--- src/rtl/sub_pkg.sv ---
`default_nettype none
// ============================================================================
//  Module      : sub_pkg
//  Description : Shared types and constants for the bit-serial subtractor.
//  Revision    : 1.0 - initial release
// ============================================================================
package sub_pkg;

    // Control states of the serial subtractor
    typedef enum logic [1:0] {
        IDLE = 2'd0,
        RUN  = 2'd1,
        DONE = 2'd2
    } state_t;

    // Largest operand width the block is characterised for
    localparam int MAX_WIDTH = 32;

endpackage : sub_pkg
`default_nettype wire

--- src/rtl/full_subtractor_bit.sv ---
`default_nettype none
// ============================================================================
//  Module      : full_subtractor_bit
//  Description : Combinational 1-bit full subtractor (x - y - bin), built as
//                two cascaded half-subtractor stages with OR-ed borrows.
//  Revision    : 1.0 - initial release
// ============================================================================
module full_subtractor_bit (
    input  logic x,
    input  logic y,
    input  logic bin,
    output logic d,
    output logic bout
);

    // First half-subtractor stage: x - y
    logic hs1_d;
    logic hs1_b;
    assign hs1_d = x ^ y;
    assign hs1_b = ~x & y;

    // Second half-subtractor stage: (x - y) - bin
    logic hs2_b;
    assign d     = hs1_d ^ bin;
    assign hs2_b = ~hs1_d & bin;

    // Either stage can generate the outgoing borrow, never both at once
    assign bout = hs1_b | hs2_b;

endmodule : full_subtractor_bit
`default_nettype wire

--- src/rtl/serial_subtractor.sv ---
`default_nettype none
// ============================================================================
//  Module      : serial_subtractor
//  Description : Bit-serial unsigned subtractor, diff = a - b, LSB first,
//                one bit per clock. Parallel load on start, parallel result
//                with a one-cycle done pulse.
//  Revision    : 1.0 - initial release
// ============================================================================
module serial_subtractor
    import sub_pkg::*;
#(
    parameter int WIDTH = 8
) (
    input  logic             clk,
    input  logic             rst_n,
    input  logic             start,
    input  logic [WIDTH-1:0] a,
    input  logic [WIDTH-1:0] b,
    output logic             ready,
    output logic             busy,
    output logic             done,
    output logic [WIDTH-1:0] diff,
    output logic             borrow
);

    localparam int               CNT_W    = $clog2(WIDTH) + 1;
    localparam logic [CNT_W-1:0] LAST_CNT = CNT_W'(WIDTH - 1);
    localparam logic [CNT_W-1:0] CNT_ONE  = CNT_W'(1);

    // Reject out-of-range widths at elaboration
    generate
        if (WIDTH < 1 || WIDTH > MAX_WIDTH) begin : g_bad_width
            $error("serial_subtractor: WIDTH out of range 1..32");
        end
    endgenerate

    state_t             state;
    logic [WIDTH-1:0]   a_sr;
    logic [WIDTH-1:0]   b_sr;
    logic               bin_q;
    logic [CNT_W-1:0]   cnt;

    logic               cell_d;
    logic               cell_bout;
    // Diff shift register contents after this edge's bit is shifted in
    logic [WIDTH-1:0]   d_next;

    full_subtractor_bit u_cell (
        .x    (a_sr[0]),
        .y    (b_sr[0]),
        .bin  (bin_q),
        .d    (cell_d),
        .bout (cell_bout)
    );

    // The diff shift register only has to remember WIDTH-1 earlier bits; the
    // newest bit comes straight from the cell on the final edge.
    generate
        if (WIDTH == 1) begin : g_d_w1
            assign d_next = cell_d;
        end else begin : g_d_wn
            logic [WIDTH-2:0] d_sr;

            assign d_next = {cell_d, d_sr};

            // Shift each computed bit in from the MSB side while running
            always_ff @(posedge clk) begin
                if (!rst_n) begin
                    d_sr <= '0;
                end else if (state == RUN) begin
                    d_sr <= d_next[WIDTH-1:1];
                end
            end
        end
    endgenerate

    // Control FSM, operand shifters, borrow chain and registered outputs
    always_ff @(posedge clk) begin
        if (!rst_n) begin
            state  <= IDLE;
            a_sr   <= '0;
            b_sr   <= '0;
            bin_q  <= 1'b0;
            cnt    <= '0;
            ready  <= 1'b1;
            busy   <= 1'b0;
            done   <= 1'b0;
            diff   <= '0;
            borrow <= 1'b0;
        end else begin
            case (state)
                IDLE: begin
                    if (start) begin
                        a_sr  <= a;
                        b_sr  <= b;
                        bin_q <= 1'b0;
                        cnt   <= '0;
                        ready <= 1'b0;
                        busy  <= 1'b1;
                        state <= RUN;
                    end
                end

                RUN: begin
                    a_sr  <= a_sr >> 1;
                    b_sr  <= b_sr >> 1;
                    bin_q <= cell_bout;
                    if (cnt == LAST_CNT) begin
                        diff   <= d_next;
                        borrow <= cell_bout;
                        busy   <= 1'b0;
                        ready  <= 1'b1;
                        done   <= 1'b1;
                        state  <= DONE;
                    end else begin
                        cnt <= cnt + CNT_ONE;
                    end
                end

                DONE: begin
                    done <= 1'b0;
                    if (start) begin
                        // Back-to-back reload with no idle gap
                        a_sr  <= a;
                        b_sr  <= b;
                        bin_q <= 1'b0;
                        cnt   <= '0;
                        ready <= 1'b0;
                        busy  <= 1'b1;
                        state <= RUN;
                    end else begin
                        state <= IDLE;
                    end
                end

                default: begin
                    state <= IDLE;
                    ready <= 1'b1;
                    busy  <= 1'b0;
                    done  <= 1'b0;
                end
            endcase
        end
    end

endmodule : serial_subtractor
`default_nettype wire
--- config.mk ---
export PLATFORM = sky130hd
export DESIGN_NAME = serial_subtractor
export DESIGN_NICKNAME = d
export VERILOG_FILES = /design/src/rtl/sub_pkg.sv /design/src/rtl/full_subtractor_bit.sv /design/src/rtl/serial_subtractor.sv
export SDC_FILE = /design/constraint.sdc
export NUM_CORES = 1
export LEC_CHECK = 0
export CAP_MARGIN = 20
export CORE_ASPECT_RATIO = 1.75
export CORE_MARGIN = 8
export CORE_UTILIZATION = 46
export CTS_CLUSTER_DIAMETER = 200
export DETAILED_ROUTE_END_ITERATION = 16
export GPL_TIMING_DRIVEN = 0
export PLACE_DENSITY = 0.74
export SLEW_MARGIN = 5
export SYNTH_ARGS = -nofsm -noshare
export SYNTH_HDL_FRONTEND = slang
export SYNTH_SLANG_ARGS = --single-unit
--- constraint.sdc ---
create_clock -name clk -period 1.4 [get_ports clk]
set_clock_uncertainty 0.05 [all_clocks]
set_input_delay 0.28 -clock clk [delete_from_list [all_inputs] [get_ports clk]]
set_output_delay 0.28 -clock clk [all_outputs]
set_load 0.01 [all_outputs]
# Word-level counts from Yosys, hierarchy flattened
# Index checks and enable logic that the tools add are counted.
dict set report word_totals {
  register_bits 42
  inputBits 19
  out_inout_bits 12
  wordCells 55
}
dict set report classes {
  add_sub_neg 1
  n_eq_ne 7
  mux 19
  n_bitwise 8
  reduce_logical 9
}
# op n
set ops {}
lappend ops {{$pmux W8 S2} 2}
lappend ops {{$mux W8} 2}
lappend ops {{$reduce_and A2 Y1} 5}
lappend ops {{$mux W4} 2}
lappend ops {{$pmux W1 S2} 4}
lappend ops {{$pmux W4 S2} 1}
lappend ops {{$pmux W2 S3} 1}
lappend ops {{$mux W1} 5}
lappend ops {{$add A4 B1 Y4 const B} 1}
lappend ops {{$eq A4 B3 Y1 const B} 1}
lappend ops {{$mux W2} 2}
lappend ops {{$ne A2 B1 Y1 const B} 2}
lappend ops {{$ne A2 B2 Y1 const B} 2}
lappend ops {{$not A1 Y1} 3}
lappend ops {{$reduce_and A3 Y1} 1}
lappend ops {{$and A1 B1 Y1} 2}
lappend ops {{$eq A2 B1 Y1 const B} 1}
lappend ops {{$eq A2 B2 Y1 const B} 1}
lappend ops {{$logic_not A2 Y1} 1}
lappend ops {{$reduce_bool A2 Y1} 1}
lappend ops {{$reduce_or A2 Y1} 1}
lappend ops {{$xor A1 B1 Y1} 2}
lappend ops {{$or A1 B1 Y1} 1}

# Depth between registers and ports, before layout
dict set report depth {
  ltp_word 5
  ltp_mapped 6
  mapped_depth_nobuf 4
}

# By module
# A second synthesis with hierarchy kept.
dict set report unflattened {
  hier_cells 193
  area_unflattened_um2 1848.0
}
# mod instances cells_per_inst area_per_inst_um2
set by_module_without_submodules {}
lappend by_module_without_submodules {serial_subtractor 1 189 1816.7}
lappend by_module_without_submodules {full_subtractor_bit 1 4 31.3}

# Worst setup path before layout
# OpenSTA, ideal clock, no wires.
dict set report synth_timing {
  kind {reg2reg}
  start {register state[0]}
  end {register ready}
  setup_ns 0.122
  t_arrival_ns 1.133
  required_time_ns 1.228
  setup_slack_ns 0.095
  path_stages_with_launch 6
  n_path_buf 2
  synth_period_minus_slack_ns 1.305
  cell_sequence {dfxtp_1 -> buf_6 -> and2b_1 -> buf_4 -> o21ai_4 -> a221o_1}
}
dict set report synth_between {
  elab_chain_cells 4
  word_cells_on_any_way 8
  cone_classes {4 x eq/ne; 1 x mux; 3 x reduce/logical}
}
# item line_no
set synth_rtl {}
lappend synth_rtl {{start, declared} serial_subtractor.sv:37} ;# state_t state;
lappend synth_rtl {{start signal, assigned} serial_subtractor.sv:80} ;# state <= IDLE;
lappend synth_rtl {{start signal, assigned} serial_subtractor.sv:100} ;# state <= RUN;
lappend synth_rtl {{start signal, assigned} serial_subtractor.sv:114} ;# state <= DONE;
lappend synth_rtl {{$eq A2 B2 Y1 / $logic_not A2 Y1 (equally long branches)} serial_subtractor.sv:91} ;# case (state)
lappend synth_rtl {{$reduce_or A2 Y1 (no line)} -}
lappend synth_rtl {{$ne A2 B1 Y1 (no line)} -}
lappend synth_rtl {{$reduce_and A2 Y1 (no line)} -}
lappend synth_rtl {{end signal, assigned} serial_subtractor.sv:85} ;# ready <= 1'b1;
lappend synth_rtl {{end signal, assigned} serial_subtractor.sv:98} ;# ready <= 1'b0;
lappend synth_rtl {{end signal, assigned} serial_subtractor.sv:112} ;# ready <= 1'b1;
lappend synth_rtl {{end, declared} serial_subtractor.sv:19} ;# output logic ready,
# Several ways; a longest one is shown, not always the timed one.
# A chain may end at the register's enable or synchronous reset.

# Worst setup path after layout
dict set report layout_timing {
  start {register state[0]}
  end {register a_sr[2]}
}
dict set report layout_between {
  elab_chain_cells 4
  word_cells_on_any_way 8
  cone_classes {3 x eq/ne; 1 x mux; 4 x reduce/logical}
}
# item line_no
set layout_rtl {}
lappend layout_rtl {{$eq A2 B2 Y1 / $logic_not A2 Y1 (equally long branches)} serial_subtractor.sv:91}
lappend layout_rtl {{$reduce_or A2 Y1 (no line)} -}
lappend layout_rtl {{$ne A2 B1 Y1 (no line) / $reduce_bool A2 Y1 (equally long branches)} -}
lappend layout_rtl {{$reduce_and A2 Y1 (no line)} -}
lappend layout_rtl {{end signal, assigned} serial_subtractor.sv:105} ;# a_sr <= a_sr >> 1;
lappend layout_rtl {{end, declared} serial_subtractor.sv:38} ;# logic [WIDTH-1:0] a_sr;
# Several ways; a longest one is shown, not always the timed one.

==> run_results.csv <==
group,metric,value,unit
run_status,status,"completed",
critical_path,crit_top_cell,"buf_6",
yosys,synth_edf_count,0,
detailed_routing,via_per_inst,5.266,
timing,worst_slew_pin_slew,0.5495,ns
cells_and_area,fin_area,0.002419,mm^2
yosys,syn_inst,191,
run,maxCapViolCount,0,
detailed_routing,firstDrtPassIters,4,
timing,fin_crit,1.333,ns
yosys,yosysTopAreaCell,"dfxtp_1",
timing,rsz0062_at_grt,"true",
floorplan,die_w,63.16,um
min_path,hold_depth,3,
cells_and_area,synthToLayoutAreaGrowth,35.08,%
timing,holdWs,0.2740,ns
cells_and_area,diodes,0,
critical_path,path_max_fanout,10,
critical_path,crit_chain,"buf_6, and2b_1, buf_6, buf_6, nor3_1, a211oi_1",
place,portBuffers,29,
min_path,hp-class,"input pin to register",
timing,setup_viol,0,
yosys,synth_commonest_cells,"dfxtp_1, nand2_1, mux2i_1",
critical_path,cp-end-kind,"register",
detailed_routing,antenna_left,0,
clock_network,insertion_delay,0.30,ns
yosys,netlist_top_cells_area,"dfxtp_1, mux2i_1, nand2_1",
cells_and_area,multiInputGateArea,913.4,um^2
detailed_routing,drc,0,
global_route,grt_pass1_vias,1499,
power_and_ir_drop,finalPower,2.856,mW
clock_network,clock_sinks,42,
clock_network,cts_tree,"done",
global_route,grt_use_total,12.80,%
yosys,ys_seq_area_share,46.96,%
power_and_ir_drop,power.density,1181,mW/mm^2
clock_network,cts_buffer_depth,2,
critical_path,reg2reg_depth,6,
yosys,synth_flop_cell,"dfxtp_1",
cells_and_area,layout.nets,254,
cells_and_area,postLayoutCoreUtil,63.80,%
global_route,grt_pass1_wl,6561,um
critical_path,crit_slowest_cell,"dfxtp_2",
critical_path,critPathMaxStageDelay,0.33,ns
yosys,yosysUniqueCellTypes,29,
power_and_ir_drop,total_leakage_power,0.9268,nW
floorplan,dieHeight,98.53,um
global_route,grt.overflow.total,0,
timing,period_share,95.24,%
cells_and_area,fill_cells,310,
detailed_routing,vias,1485,
timing,fmax,750.0,MHz
clock_network,root_buffer,"clkbuf_8",
yosys,syn_area,0.001790,mm^2
place,dpl.cell_count,268,
yosys,ys_async_sr_fraction,0,%
floorplan,fp-row-count,30,
timing,slew_violations,0,
cells_and_area,fin_cells,282,
clock_network,cts-buffers-inserted,5,
timing,maxSlewHeadroom,63.37,%
place,place_hpwl,2753,um
yosys,syn_nets,212,
yosys,avgSynthCellArea,9.374,um^2
clock_network,htree_levels,2,
cells_and_area,drive_gt1_share,19.66,%
critical_path,critical_path_arrival,1.45,ns
timing,hold_violations,0,
detailed_routing,totalWireLength,4028,um
clock_network,path_clk_slew,0.08,ns
floorplan,pin_count,31,
cells_and_area,regArea,844.6,um^2
critical_path,cp_data_required_time,1.51,ns
critical_path,timing_worst_setup_path_type,"register to register",
yosys,yosysTopAreaCellShare,46.96,%
place,gp_congestion,0.7543,
floorplan,start_util,47.23,%
yosys,ys_seq_elements,42,
critical_path,critPathLaunchType,"register",
yosys,synth_warnings,0,
place,place_area,0.002141,mm^2
floorplan,coreArea,0.003791,mm^2
power_and_ir_drop,peakVddDrop,888.7,uV
yosys,yosysMostFrequentCell,"dfxtp_1",
detailed_routing,drtIter0Drc,33,
global_route,grt_max_degree,15,
detailed_routing,post_drt_wl_per_cell,14.28,um
global_route,antenna_found_initial,0,
floorplan,dieArea,0.006223,mm^2
cell families after synthesis:
group | synth area share [%]
AO/OA/AOI/OAI | 13.07
adder cells (fa/ha/maj) | 1.817
buffers and inverters | 6.428
flip-flops | 46.96
multiplexers | 13.98
AND/OR/NAND/NOR | 17.75
final cells by class:
class | count | share of cell area [%]
multi-input cells | 130 | 37.77
repair buffers | 35 | 13.40
clock inverters | 3 | 2.845
plain buffers | 16 | 5.277
inverters | 3 | 0.4656
clock buffers | 5 | 2.845
flip-flops and latches | 42 | 34.92
well taps | 48 | 2.483
critical path, delay by kind of cell (launching register included):
kind	cells	cell delay, ns
AOI/OAI and AO/OA	1	0.07
buffers and inverters	3	0.40
DFF	1	0.33
and+or+nand+nor	2	0.34
through the flow:
stage / setup WS (ns) / TNS, ns
floorplan: 0.09497 / 0
global placement: -0.3083 / -4.199
detailed placement: -0.3417 / -4.622
CTS: 0.001518 / 0
global route: -0.01340 / -0.01849
finish: 0.06666 / 0
routing by layer:
| layer | track usage [%] | up-vias | wire length, um |
|---|---|---|---|
| met4 | 6.360 | 0 | 72 |
| met2 | 24.19 | 21 | 2236 |
| met3 | 3.295 | 6 | 133 |
| li1 | - | 751 | - |
| met1 | 12.20 | 707 | 1585 |
| met5 | 0 | - | 0 |
power by group:
part	switching, mW	internal, mW
registers	0.0398	1.26
logic	0.203	0.206
clock network	0.433	0.714
total	0.676	2.18
cells in the final DEF, fill, tap and decap left out, types with 6 or more instances in the layout:
cell | synthesis | final
dfxtp_1 | 42 | 39
nand2_1 | 36 | 34
mux2i_1 | 25 | 25
clkdlybuf4s50_1 | 0 | 17
a21oi_1 | 12 | 12
dlygate4sd2_1 | 0 | 12
a211oi_1 | 14 | 11
nor3_1 | 16 | 10
buf_6 | 3 | 7
buf_4 | 4 | 6
worst paths after layout:
check | startpoint | end | slack (ns)
min | rst_n | diff[2]$_SDFFE_PN0P_ | 0.27
max | state[0]$_SDFFE_PN0P_ | a_sr[2]$_SDFFE_PN0P_ | 0.07
min reg2reg | diff[1]$_SDFFE_PN0P_ | diff[1]$_SDFFE_PN0P_ | 0.41
max reg2reg | state[0]$_SDFFE_PN0P_ | a_sr[2]$_SDFFE_PN0P_ | 0.07
registers in the layout (all words and copies together) (netlist names):
| name | count |
|---|---|
| ready | 1 |
| state | 2 |
| borrow | 1 |
| a_sr | 8 |
| done | 1 |
| bin_q | 1 |
| g_d_wn.d_sr | 7 |
| diff | 8 |
| cnt | 4 |
| b_sr | 8 |
| busy | 1 |
what timing repair did:
action	4_1_cts	5_1_grt
gates resized for setup	20	23
setup endpoints to repair	31	23
setup buffers	2	3
hold buffers	0	0
cloned	1	0
pin swaps	0	5
(Power assumes the default switching activity.)
==> variant 1 (same flow settings) <==
Re-encode `state_t` (3 states) as one-hot, 3 bits wide.
--- a/src/rtl/sub_pkg.sv
+++ b/src/rtl/sub_pkg.sv
@@ -7,10 +7,10 @@
 package sub_pkg;
 
     // Control states of the serial subtractor
-    typedef enum logic [1:0] {
-        IDLE = 2'd0,
-        RUN  = 2'd1,
-        DONE = 2'd2
+    typedef enum logic [2:0] {
+        IDLE = 3'b001,
+        RUN  = 3'b010,
+        DONE = 3'b100
     } state_t;
 
     // Largest operand width the block is characterised for
Behaviour: no difference found for any inputs over 10 cycles, from zero or initial values and one cycle with rst_n low; not proved beyond that.
==> variant 1 against the original RTL <==
- the run now ends with setup timing left
- setup slack got worse by 0.21 ns
- wire length shrank 0.77%
- sequential cell count increased by 1
- power shrank 9.7%
- core utilization grew 1.6 points
- synthesized area up 2.9%
- final area rose by 4.6%
- critical endpoint is now diff[0]
==> variant 1: results (changes against the original RTL) <==
metric,value,unit,change
drt-met1-wl,1660,um,+4.8%
postCtsSetupBuffers,8,,+6
reg2reg_to,diff[0],,
synth_fa_ha_area_share,1.77,%,-0.051 points
irDropWorstVdd,1.10,mV,+24%
setup_violations,32,,+32
globalRouteMet2Util,22.0,%,-2.2 points
pwr-share-clk,33.6,%,-6.6 points
track_usage,12.5,%,-0.30 points
muxShareOfSynthArea,12.5,%,-1.5 points
violations,setup timing,,
power_density,1020,nW/um^2,-14%
drt_iter0_drc,21,,-36%
whs_path_depth,2,,-1
grt_max_degree,14,,-1
power.internal,1940,uW,-11%
setup-tns-final,-3.01,ns,-3.01 ns
fill_cells,327,,+5.5%
vias,1447,,-2.6%
synthDistinctLibCells,35,,+21%
hold_class,reg2reg,,
drt_wl_total,4000,um,-0.77%
io_buffer_count,30,,+3.4%
cts_resized,21,,+5.0%
synth-compound-area-share,17.7,%,+4.7 points
cp_top_family,simple AND/OR/NAND/NOR gates,,
crit_path_top_delay_cell,or3b_1,,
gp_congestion,0.818,,+8.5%
path_max_fanout,5,,-5
drive_gt1_share,20.9,%,+1.3 points
r2r_start,state[0],,
hold_start,g_d_wn.d_sr[0],,
status,"complete, but fails checks",,
holdWs,0.422,ns,+0.148 ns
worst_pin_slew,0.445,ns,-0.105 ns
syn_nets,207,,-2.4%
critPathMaxStageDelay,0.38,ns,+0.05 ns
layout_setup_ws,-0.142,ns,-0.208 ns
hold_path_end,g_d_wn.d_sr[0],,
placed_area,2220,um^2,+3.5%
grt_first_pass_wirelength,6530,um,-0.41%
seq_area_frac_synth,46.7,%,-0.22 points
[variant 1: cell count changes after synthesis, sizes merged, moves of 4 or more]
cell	change
a211oi	-14
nor2b	+8
a21boi	+9
nand3	-4
nand2	-18
buf	-5
o21ai	+16
nor3	-15
a21oi	+4
and2	+4
[variant 1: final cells by class]
type | instances | share of cell area [%]
Multi-Input combinational cell | 128 | 37.3
Sequential cell | 43 | 34.5
Timing Repair Buffer | 47 | 17.6
Clock buffer | 7 | 3.81
Buffer | 10 | 3.71
Tap cell | 48 | 2.38
Inverter | 3 | 0.445
Clock inverter | 1 | 0.297
[variant 1: worst max-delay path by stage]
stage / start / endpoint / slack [ns]
floorplan: state[1] / diff[7] / -0.15
global placement: start / bin_q / -0.30
detailed placement: start / bin_q / -0.29
CTS: state[1] / diff[4] / -0.21
global route: state[0] / a_sr[2] / -0.22
finish: state[0] / diff[0] / -0.14
==> variant 2 (same flow settings) <==
Without the edit above. `WIDTH`: 8 -> 16.
--- a/src/rtl/serial_subtractor.sv
+++ b/src/rtl/serial_subtractor.sv
@@ -9,7 +9,7 @@
 module serial_subtractor
     import sub_pkg::*;
 #(
-    parameter int WIDTH = 8
+    parameter int WIDTH = 16
 ) (
     input  logic             clk,
     input  logic             rst_n,
Interface: changed (resized a, b and diff); port bits go from 31 to 55. The function was not compared with the original's and may differ.
==> variant 2 against the original RTL <==
- the flow now finishes with violations (setup timing)
- synthesized area rose by 78%
- die area increased by 60%
- sequential cell count rose by 33
- hold slack improved by 0.016 ns
- cell count rose by 78%
- power grew 87%
- via count rose by 80%
- maximum frequency fell by 26%
- final area up 81%
- combinational power up 61%
- setup slack got worse by 0.46 ns
- non-clock buffer count increased by 39
- wire length grew 91%
==> variant 2: results (changes against the original RTL) <==
metric,value,unit,change
status,"complete, but fails checks",,
violations,setup timing,,
muxShareOfSynthArea,9.42,%,-4.6 points
synthTopCellsByArea,"dfxtp_1 (47%), o211a_1 (9.7%), mux2i_1 (9.4%)",,
synth_fa_ha_area_share,1.41,%,-0.40 points
drt-met1-wl,2820,um,+78%
postCtsSetupBuffers,7,,+5
layout_setup_ws,-0.392,ns,-0.458 ns
cts_htree_levels,3,,+1
grt_max_degree,13,,-2
arrival,2.02,ns,+0.57 ns
grt_pass1_vias,2858,,+91%
clkLatencyLatePin,0.34,ns,+0.04 ns
comb_cell_power,657,uW,+61%
path_clk_slew,0.05,ns,-0.03 ns
cts_buffers,9,,+4
crit_path_top_delay_cell,or3b_4,,
pre_cts_ws,-0.561,ns,-0.219 ns
power_density,1220,nW/um^2,+3.4%
cts_resized,59,,+200%
regArea,1510,um^2,+79%
pg_clk,2380,uW,+110%
stdcell_count,501,,+78%
synth_common_cells,"dfxtp_1 (75), nand2_1 (69), a21boi_0 (34), o21ai_0 (32), o211a_1 (31)",,
track_usage,16.2,%,+3.4 points
gp_congestion,0.823,,+9.1%
setup_violations,27,,+27
cellLeakagePower,0.00193,uW,+110%
[variant 2: cell types whose count changed after synthesis, sizes merged, moves of 3 or more]
cell / unedited run / this run
clkbuf: 3 / 19
nor3: 16 / 1
o21ai: 2 / 33
a21boi: 0 / 36
dfxtp: 42 / 75
nand2: 36 / 69
nand3b: 0 / 3
a211oi: 14 / 0
o211a: 0 / 31
mux2i: 25 / 30
a21oi: 12 / 1
[variant 2: worst paths after layout]
path | startpoint | to | slack (ns) | cells after the start
min | rst_n | a_sr[6] | 0.29 | 2
max | cnt[0] | cnt[3] | -0.39 | 6
min reg2reg | diff[7] | diff[7] | 0.40 | 2
max reg2reg | cnt[0] | cnt[3] | -0.39 | 6
[variant 2: area by class of cell]
type	instances	area share (%)
clock buffer	12	6.08
inverter	4	0.343
multi-input combinational	232	37.2
tap	84	2.40
clock inverter	4	1.08
timing repair buffer	61	12.9
buffer	29	5.48
sequential	75	34.5
